`src/rtl/adder_8bit.sv`:
```
// Registered WIDTH-bit adder with carry-in, carry-out, signed overflow and zero flags.
// 4-bit carry-lookahead groups with the group carries rippling between them; one-cycle latency.

module adder_8bit_cla4 (
  input  logic [3:0] a_i,
  input  logic [3:0] b_i,
  input  logic       c_i,
  output logic [3:0] s_o,
  output logic       c_o
);
  logic [3:0] g, p;
  logic [4:0] c;

  assign g = a_i & b_i;
  assign p = a_i ^ b_i;

  // Every carry is expanded from c_i, so no carry depends on a lower carry.
  assign c[0] = c_i;
  assign c[1] = g[0] | (p[0] & c_i);
  assign c[2] = g[1] | (p[1] & g[0]) | (p[1] & p[0] & c_i);
  assign c[3] = g[2] | (p[2] & g[1]) | (p[2] & p[1] & g[0])
              | (p[2] & p[1] & p[0] & c_i);
  assign c[4] = g[3] | (p[3] & g[2]) | (p[3] & p[2] & g[1])
              | (p[3] & p[2] & p[1] & g[0]) | (p[3] & p[2] & p[1] & p[0] & c_i);

  assign s_o = p ^ c[3:0];
  assign c_o = c[4];
endmodule

module adder_8bit #(
  parameter int WIDTH = 8
) (
  input  logic             clk,
  input  logic             rst,
  input  logic             in_valid,
  input  logic [WIDTH-1:0] A,
  input  logic [WIDTH-1:0] B,
  input  logic             Cin,
  output logic [WIDTH-1:0] Sum,
  output logic             Cout,
  output logic             Overflow,
  output logic             Zero,
  output logic             out_valid
);
  localparam int NGRP = WIDTH / 4;

  if ((WIDTH % 4) != 0 || WIDTH < 4) begin : g_bad_width
    $error("adder_8bit: WIDTH must be a multiple of 4 and at least 4");
  end

  logic [NGRP:0]    gcarry;
  logic [WIDTH-1:0] sum_d, sum_q;
  logic             cout_d, cout_q;
  logic             ovf_d, ovf_q;
  logic             zero_d, zero_q;
  logic             vld_q;

  assign gcarry[0] = Cin;

  for (genvar g = 0; g < NGRP; g++) begin : g_grp
    adder_8bit_cla4 u_cla4 (
      .a_i (A[4*g +: 4]),
      .b_i (B[4*g +: 4]),
      .c_i (gcarry[g]),
      .s_o (sum_d[4*g +: 4]),
      .c_o (gcarry[g+1])
    );
  end

  assign cout_d = gcarry[NGRP];
  // Signed overflow: operands agree in sign but the result does not.
  assign ovf_d  = (A[WIDTH-1] == B[WIDTH-1]) && (sum_d[WIDTH-1] != A[WIDTH-1]);
  assign zero_d = (sum_d == '0);

  always_ff @(posedge clk or posedge rst) begin
    if (rst) begin
      sum_q  <= '0;
      cout_q <= 1'b0;
      ovf_q  <= 1'b0;
      zero_q <= 1'b0;
      vld_q  <= 1'b0;
    end else begin
      vld_q <= in_valid;
      if (in_valid) begin
        sum_q  <= sum_d;
        cout_q <= cout_d;
        ovf_q  <= ovf_d;
        zero_q <= zero_d;
      end
    end
  end

  assign Sum       = sum_q;
  assign Cout      = cout_q;
  assign Overflow  = ovf_q;
  assign Zero      = zero_q;
  assign out_valid = vld_q;
endmodule

```
`config.mk`:
```
export PLATFORM = sky130hd
export DESIGN_NAME = adder_8bit
export DESIGN_NICKNAME = d
export VERILOG_FILES = /design/src/rtl/adder_8bit.sv
export SDC_FILE = /design/constraint.sdc
export NUM_CORES = 1
export LEC_CHECK = 0
export ABC_CLOCK_PERIOD_IN_PS = 800
export BUFFER_PORTS_ARGS = -buffer_cell sky130_fd_sc_hd__buf_4
export CAP_MARGIN = 5
export CORE_ASPECT_RATIO = 1.25
export CORE_UTILIZATION = 42
export DETAILED_ROUTE_END_ITERATION = 12
export PLACE_DENSITY_LB_ADDON = 0.05
export SYNTH_ARGS = -nofsm -noshare
export SYNTH_HDL_FRONTEND = slang
export SYNTH_SLANG_ARGS = --single-unit
```
`constraint.sdc`:
```
create_clock -name clk -period 0.8 [get_ports clk]
set_clock_uncertainty 0.1 [all_clocks]
set_input_delay 0.2 -clock clk [delete_from_list [all_inputs] [get_ports clk]]
set_output_delay 0.2 -clock clk [all_outputs]
set_load 0.02 [all_outputs]
```
[Yosys cells after proc, flatten, opt, wreduce, memory -nomap -nowiden]
Cells that the tools add are included.
Cells by class
  reductions and logical operators: 2
  bitwise operators: 58
  equality and inequality tests: 2
Operators by type and width (number)
  AND 1 bit: 32
  OR 1 bit: 20
  XOR 4 bit: 4
  AND 4 bit: 2
  logical NOT 8 bit: 1
  equality test 1 bit: 1
  logical AND 1 bit: 1
  inequality test 1 bit: 1
Storage, ports and cells
  flip-flop bits (word level): 12
  word-level logic and storage cells: 67
  output and inout port bits: 12
  input bits: 20

[Longest topological paths before layout]
Gate-level depths: netlist (run 1).
  depth after elaboration: 11
  mapped depth: 8
  mapped depth without buffers: 8

[Cells and area by module]
Synthesis (run 1) repeated with hierarchy kept, for this count alone.
Second synthesis, totals
  cell total of the unflattened synthesis: 65
  area, all modules: 762.0 µm²
By module, submodules not included
  adder_8bit: sequential area each 300.3 µm², cells each 31, times used 1, area an instance 466.7 µm²
  adder_8bit_cla4: sequential area each 0.0 µm², cells each 17, times used 2, area an instance 147.6 µm²

[Least setup slack after synthesis (run 1)]
Ideal clock, no wire load.
  kind: input port to flip-flop
  start: input port A[0]
  end: register zero_q, in the netlist Zero
  setup slack: -1.431 ns
  buffers on the path: 0
  stages on the path: 8
  arrival: 2.064 ns
  setup time: 0.066 ns
  data required time: 0.634 ns
  cell sequence: ha_1 > a211o_1 > and3_4 > nor2_1 > o21bai_1 > fa_1 > nor4b_1 > a41o_1
On the way
  elaborated cells on any way between the ends: 28
  classes of those cells: bitwise (27); reduce/logical (1)
RTL lines
  start: declaration: RTL line 36  | input logic [WIDTH-1:0] A,
  AND 4 bit / XOR 4 bit (equally long branches): RTL line 14, 15
  AND 1 bit: RTL line 24  | | (p[3] & p[2] & p[1] & g[0]) | (p[3] & p[2] & p[1] & p[0] & c_i);
  OR 1 bit / AND 1 bit (equally long branches): RTL line 24
  OR 1 bit (*): RTL line 24
  XOR 4 bit (*): RTL line 26  | assign s_o = p ^ c[3:0];
  via g_grp[1].u_cla4.s_o[0]: RTL line 8  | output logic [3:0] s_o,
  logical NOT 8 bit (*): RTL line 73  | assign zero_d = (sum_d == '0);
  end signal: assignment: RTL line 88  | zero_q <= zero_d;
  end: declaration: RTL line 55  | logic zero_d, zero_q;
The timed path passes the listed nets; every way through them passes the cells marked *.
A chain may end at the register's enable or synchronous reset.

[Worst setup path in the final report (run 1)]
  start: input port B[0]
  end: register zero_q, in the netlist Zero
On the way
  elaborated cells on any way between the ends: 28
  classes of those cells: bitwise (27); reduce/logical (1)
RTL lines
  start: declaration: RTL line 37  | input logic [WIDTH-1:0] B,
  AND 4 bit / XOR 4 bit (equally long branches): RTL line 14, 15
  AND 1 bit: RTL line 24
  OR 1 bit / AND 1 bit (equally long branches): RTL line 24
  OR 1 bit (*): RTL line 24
  XOR 4 bit (*): RTL line 26
  via g_grp[1].u_cla4.s_o[0]: RTL line 8
  logical NOT 8 bit (*): RTL line 73
Marks and branches as above.

==> impl_metrics.toml, run 1 <==
[status]
status = "finished with violations"
violations = "setup timing"

[drt]
highest_layer = "met4"
wl_met1_mm = 1.197
met2WireLength_mm = 1.884
route.met3.wl_um = 209
drt_wl_total_mm = 3.460
wl_per_cell_um = 20.47
viasPerCell = 5.882
antenna_left = 0
drc = 0
vias = 994
dr.pass1.iters = 4
first_iter_violations = 35

[sta]
period_minus_slack_ns = 2.044
drv_slew = 0
hold_violations = 0
period_share_pct = 255.6
finalSetupTns_ns = -12.90
slew_headroom_pct = 80.45
setup_ws_ns = -1.244
fmax_mhz = 489.1
worst_pin_slew_ns = 0.2910
grt_setup_unrepaired = "true"
setup_viol = 23

[cts]
clockBufferDepth = 2
cts_root_buffer = "clkbuf_4"
clkSinkCount = 12
clk_pin_slew_ns = 0.08
cts_max_level = 1
cts_tree = "done"
clk_latency_ns = 0.26
cts_buffers = 3

[final_layout]
diodes = 0
nNetsFinal = 182
fin_cells = 169
stdcell_area_um2 = 1599
fill_cells = 71
syn_to_final_growth_pct = 100.6
drive_gt1_share_pct = 61.33
final_util_pct = 90.57

[critical_path]
cp_data_arrival_time_ns = 2.15
critPathMaxStageDelay_ns = 0.49
crit_type = "in -> reg"
crit_path_start_kind = "input port"
worstPathCellList = "buf_4 > ha_4 > a211o_1 > and3_4 > nor2_4 > o21bai_1 > fa_2 > nor4b_2 > a41o_1"
crit_path_end_kind = "register"
crit_slowest_cell = "fa_2"
critPathRequiredTime_ns = 0.90
cp_max_fo = 2

[die]
start_util_pct = 45.15
dieWidth_um = 40.97
dieHeight_um = 50.71
ios = 32
placementRows = 17
core_region_area_um2 = 1765
dieArea_um2 = 2077

[yosys]
syn-num-nets = 110
syn_inst = 80
synth.yosys.seq_area_share_pct = 37.68
yosysWarningCount = 0
synth_seq_cells = 12
synth_cell_type_count = 29
avgSynthCellArea_um2 = 9.963
syn_area_um2 = 797.0

[grt]
grt_max_degree = 13
antenna_found_initial = 0
grt_usage_pct = 28.14
grt_pass1_wl_mm = 3.919
grt_pass1_vias = 916
overflow = 0

[power_and_ir_drop]
ir_drop_uv = 1179
p_leak_uw = 0.0007901
powerDensity_nw_per_um2 = 1612
power_uw = 2578

[worst_hold_path]
hold_path_class = "in -> reg"

[place]
hpwl_mm = 1.559
dp_cells = 151
globalplace.congestion = 0.7050
io_buffers = 31
placed_cell_area_um2 = 1286

[flow_run]
maxCapViolCount = 0
==> cell usage after synthesis <==
library cell | n | share of area (%)
mux2i_1 | 1 | 1.3
nand2_1 | 4 | 1.9
or3_1 | 2 | 1.6
and3_4 | 1 | 1.4
a32o_1 | 1 | 1.3
o311a_1 | 1 | 1.3
o21ai_0 | 3 | 1.9
xor2_1 | 1 | 1.1
xnor2_1 | 3 | 3.3
or2_1 | 1 | 0.79
mux2_2 | 3 | 4.2
inv_1 | 7 | 3.3
nor2b_1 | 2 | 1.6
a31o_1 | 1 | 1.1
a41o_1 | 1 | 1.3
a21o_1 | 1 | 0.94
o211ai_1 | 1 | 0.94
fa_1 | 2 | 5.0
a31oi_1 | 1 | 0.79
o31ai_1 | 1 | 0.94
a21oi_1 | 6 | 3.8
ha_1 | 8 | 13
a211o_1 | 2 | 2.2
clkbuf_1 | 1 | 0.47
nor3_1 | 2 | 1.3
o21bai_1 | 1 | 0.94
nor2_1 | 9 | 4.2
dfrtp_1 | 12 | 38
nor4b_1 | 1 | 1.1
==> cells in the final DEF, fill, tap and decap left out, types with 2 or more instances in the layout <==
cell	count
buf_4	44
buf_6	22
dfrtp_1	12
nor2_1	8
inv_1	6
ha_1	5
a21oi_1	4
nand2_1	4
ha_4	3
clkbuf_4	3
xnor2_2	2
a211o_1	2
mux2_4	2
o21ai_0	2
nor2b_1	2
fa_2	2
==> final cells by class <==
class / instances / area, um^2 / area share, %
inverters: 7 / 33.78 / 2.113
multi-input cells: 60 / 615.6 / 38.50
flip-flops and latches: 12 / 300.3 / 18.78
well taps: 19 / 23.77 / 1.487
clock buffers: 3 / 22.52 / 1.408
repair buffers: 68 / 603.1 / 37.72
==> power breakdown <==
part / switching [uW] / internal [uW] / total [uW] / leakage [uW]
Combinational: 629 / 788 / 1420 / 0.000634
Clock: 194 / 174 / 368 / 0.0000138
Sequential: 87.7 / 705 / 793 / 0.000143
Total: 911 / 1670 / 2580 / 0.000790
==> cells by family (layout without fill, tap and decap cells) <==
logic type | count (synthesis) | in the layout | share of synthesized area (%)
multiplexers | 4 | 4 | 5.494
AO/OA/AOI/OAI | 20 | 20 | 17.27
flip-flops | 12 | 12 | 37.68
XOR/XNOR | 4 | 4 | 4.396
adder cells (fa/ha/maj) | 10 | 10 | 17.58
buffers and inverters | 8 | 78 | 3.768
AND/OR/NAND/NOR | 22 | 22 | 13.81
==> stage by stage <==
| step | hold slack (ns) | setup WS (ns) |
|---|---|---|
| floorplan | -0.03530 | -1.301 |
| global placement | 0.09983 | -1.439 |
| detailed placement | 0.1045 | -1.485 |
| CTS | 0.08732 | -1.107 |
| global route | 0.09797 | -1.276 |
| finish | 0.1066 | -1.244 |
==> critical path: cells and delay by family <==
| kind | cells | cell delay (ns) |
|---|---|---|
| compound gates | 3 | 0.54 |
| fa+ha+maj | 2 | 0.74 |
| simple gates | 3 | 0.53 |
| buf+inv | 1 | 0.12 |
==> worst paths after layout <==
kind | startpoint | to | slack, ns | cells past startpoint
min in group asynchronous | rst | Sum[6] | 0.43 | 4
setup reg to reg | Sum[2] | Sum[2] | -0.29 | 3
hold / removal | in_valid | out_valid | 0.11 | 2
hold reg to reg | Sum[4] | Sum[4] | 0.48 | 1
max in group asynchronous | rst | Sum[2] | 0.03 | 4
setup / recovery | B[0] | Zero | -1.24 | 9
==> per-layer routing <==
metal  track usage, %  up-vias
met4            7.222        0
met5                0        -
li1                 -      429
met2            53.39       66
met3            3.982       18
met1            29.06      481
==> sequential cells by signal, summed over array words and instances, names as in the netlist <==
register / flops
Sum: 8
Overflow: 1
Zero: 1
Cout: 1
out_valid: 1
==> what timing repair did <==
action                                 4_1_cts  5_1_grt
hold buffers                                 1        0
setup buffers                                8        6
setup endpoints to repair                   23       35
pin swaps                                   14        7
resized for setup                           28       11
endpoints found under the hold margin       12        0
gates cloned                                 0        0
(Power assumes the default switching activity.)
==> run 2, diff against run 1 <==
--- a/config.mk
+++ b/config.mk
@@ -5,11 +5,12 @@
 export SDC_FILE = /design/constraint.sdc
 export NUM_CORES = 1
 export LEC_CHECK = 0
-export ABC_CLOCK_PERIOD_IN_PS = 800
+export ABC_CLOCK_PERIOD_IN_PS = 2100
 export BUFFER_PORTS_ARGS = -buffer_cell sky130_fd_sc_hd__buf_4
 export CAP_MARGIN = 5
 export CORE_ASPECT_RATIO = 1.25
-export CORE_UTILIZATION = 42
+export CORE_UTILIZATION = 45
+export CTS_BUF_LIST = sky130_fd_sc_hd__clkbuf_8
 export DETAILED_ROUTE_END_ITERATION = 12
 export PLACE_DENSITY_LB_ADDON = 0.05
 export SYNTH_ARGS = -nofsm -noshare
==> constraint.sdc (replaced) <==
create_clock -name clk -period 2.1 [get_ports clk]
set_clock_uncertainty 0.1 [all_clocks]
set_input_delay 0.525 -clock clk [delete_from_list [all_inputs] [get_ports clk]]
set_output_delay 0.525 -clock clk [all_outputs]
set_load 0.02 [all_outputs]
==> impl_metrics.toml, run 2 (synthesis gave the netlist of run 1 again) <==
[status]
status = "finished with violations"
violations = "setup timing"

[grt]
grt_max_degree = 17
overflow = 0
antenna_found_initial = 0
grt_pass1_vias = 785
grt_usage_pct = 21.72
grt_pass1_wl_mm = 3.008

[critical_path]
cp_data_arrival_time_ns = 2.34
cp_max_fo = 2
crit_type = "in -> reg"
critPathRequiredTime_ns = 2.17
setup.worst_path.end = "Zero"
reg2reg_depth = 2
worstSetupStartpoint = "A[0]"
reg2reg_from = "Zero"
reg2reg_setup_slack_ns = 1.18
crit_path_end_kind = "register"
crit_path_start_kind = "input port"
r2r_end = "Zero"

[cts]
clockBufferDepth = 2
clk_pin_slew_ns = 0.05
cts_buffers = 3
cts_max_level = 1
cts_tree = "done"
cts_root_buffer = "clkbuf_8"
clk_latency_ns = 0.23
clkSinkCount = 12

[final_layout]
layout_common_cells = "buf_4, dfrtp_1, nor2_1, inv_1, a21oi_1"
syn_to_final_growth_pct = 64.05
largest_reg_flops = 8
stdcell_area_um2 = 1308
drive_gt1_share_pct = 48.41
fill_cells = 100
nNetsFinal = 158
diodes = 0
multiInputGateArea_um2 = 560.5
fin_cells = 144
final_common_cell = "buf_4"
seq_area_um2 = 300.3

[sta]
worst_pin_slew_ns = 0.4401
finalSetupTns_ns = -0.6301
hold_violations = 0
drv_slew = 0
grt_setup_unrepaired = "true"
period_share_pct = 108.2
fmax_mhz = 440.3
setup_viol = 4
setup_ws_ns = -0.1714
period_minus_slack_ns = 2.271
slew_headroom_pct = 70.63

[power_and_ir_drop]
powerDensity_nw_per_um2 = 656.6
switchingPower_uw = 267.1
power_uw = 858.5
seqPwrFrac_pct = 33.7
swShare_pct = 31.12
p_leak_uw = 0.0006482
combPwrFrac_pct = 43.2
clockPowerShare_pct = 23.1
ir_drop_uv = 330.9
intPower_uw = 591.4

[die]
dieWidth_um = 39.64
start_util_pct = 49.15
core_region_area_um2 = 1622
ios = 32
placementRows = 16
dieArea_um2 = 1944
dieHeight_um = 49.05

[worst_hold_path]
hold_path_class = "in -> async"

[drt]
first_iter_violations = 6
viasPerCell = 5.146
drt_wl_total_mm = 1.832
antenna_left = 0
wl_per_cell_um = 12.72
dr.pass1.iters = 2
drc = 0
vias = 741

[place]
hpwl_mm = 1.381
globalplace.congestion = 0.7468
dp_cells = 138
io_buffers = 31
placed_cell_area_um2 = 1185

[flow_run]
maxCapViolCount = 0
==> run 2: power groups by stage <==
| stage | logic [uW] | registers, uW | clock network (uW) |
|---|---|---|---|
| finish | 371 | 289 | 198 |
| global route | 405 | 294 | 214 |
| CTS | 351 | 290 | 205 |
| detailed placement | 335 | 293 | 0 |
| global placement | 328 | 291 | 0 |
| floorplan | 145 | 339 | 0 |
==> run 2: how the worst min path moves through the flow <==
stage,to,depth (start not counted),slack [ns],start
floorplan,Cout,1,0.29,rst
global placement,Sum[2],1,0.37,Sum[2]
detailed placement,Sum[2],1,0.38,Sum[2]
CTS,Sum[1],2,0.21,rst
global route,Sum[6],2,0.23,rst
finish,Sum[1],2,0.20,rst
==> run 2: per-stage QoR <==
step	utilization, %	hold slack (ns)	setup WS [ns]
floorplan	-	0.2897	-0.3260
global placement	73.07	0.3748	-0.4561
detailed placement	73.07	0.3796	-0.5095
CTS	78.16	0.2121	-0.1581
global route	80.63	0.2283	-0.2432
finish	80.63	0.1964	-0.1714
==> run 2: timing repair <==
action,in CTS,in global routing
setup buffers,1,2
endpoints found under the setup margin,6,7
hold buffers,0,0
resized for setup,7,6
pin swaps,5,3
==> run 2: area by class of cell <==
cell class                 instances  share of cell area, %
clock buffer                       3                  3.158
tap                               18                  1.722
inverter                           7                  2.010
timing repair buffer              44                  27.27
sequential                        12                  22.97
multi-input combinational         60                  42.87
==> run 2: worst max-delay path: stages <==
cell      delay (ns)
buf_8           0.10
ha_4            0.22
a211o_1         0.27
and3_4          0.17
nor2_4          0.11
o21bai_2        0.07
fa_2            0.44
nor4b_2         0.26
a41o_1          0.18
==> run 2: per-layer routing <==
| metal | up-vias | track usage [%] | share of wire (%) | routed length [um] |
|---|---|---|---|---|
| met2 | 20 | 36.89 | 56 | 1029 |
| li1 | 376 | - | - | - |
| met4 | 0 | 12.07 | 0.66 | 12 |
| met5 | - | 0 | 0 | 0 |
| met3 | 2 | 1.826 | 3.5 | 65 |
| met1 | 343 | 24.93 | 39 | 723 |
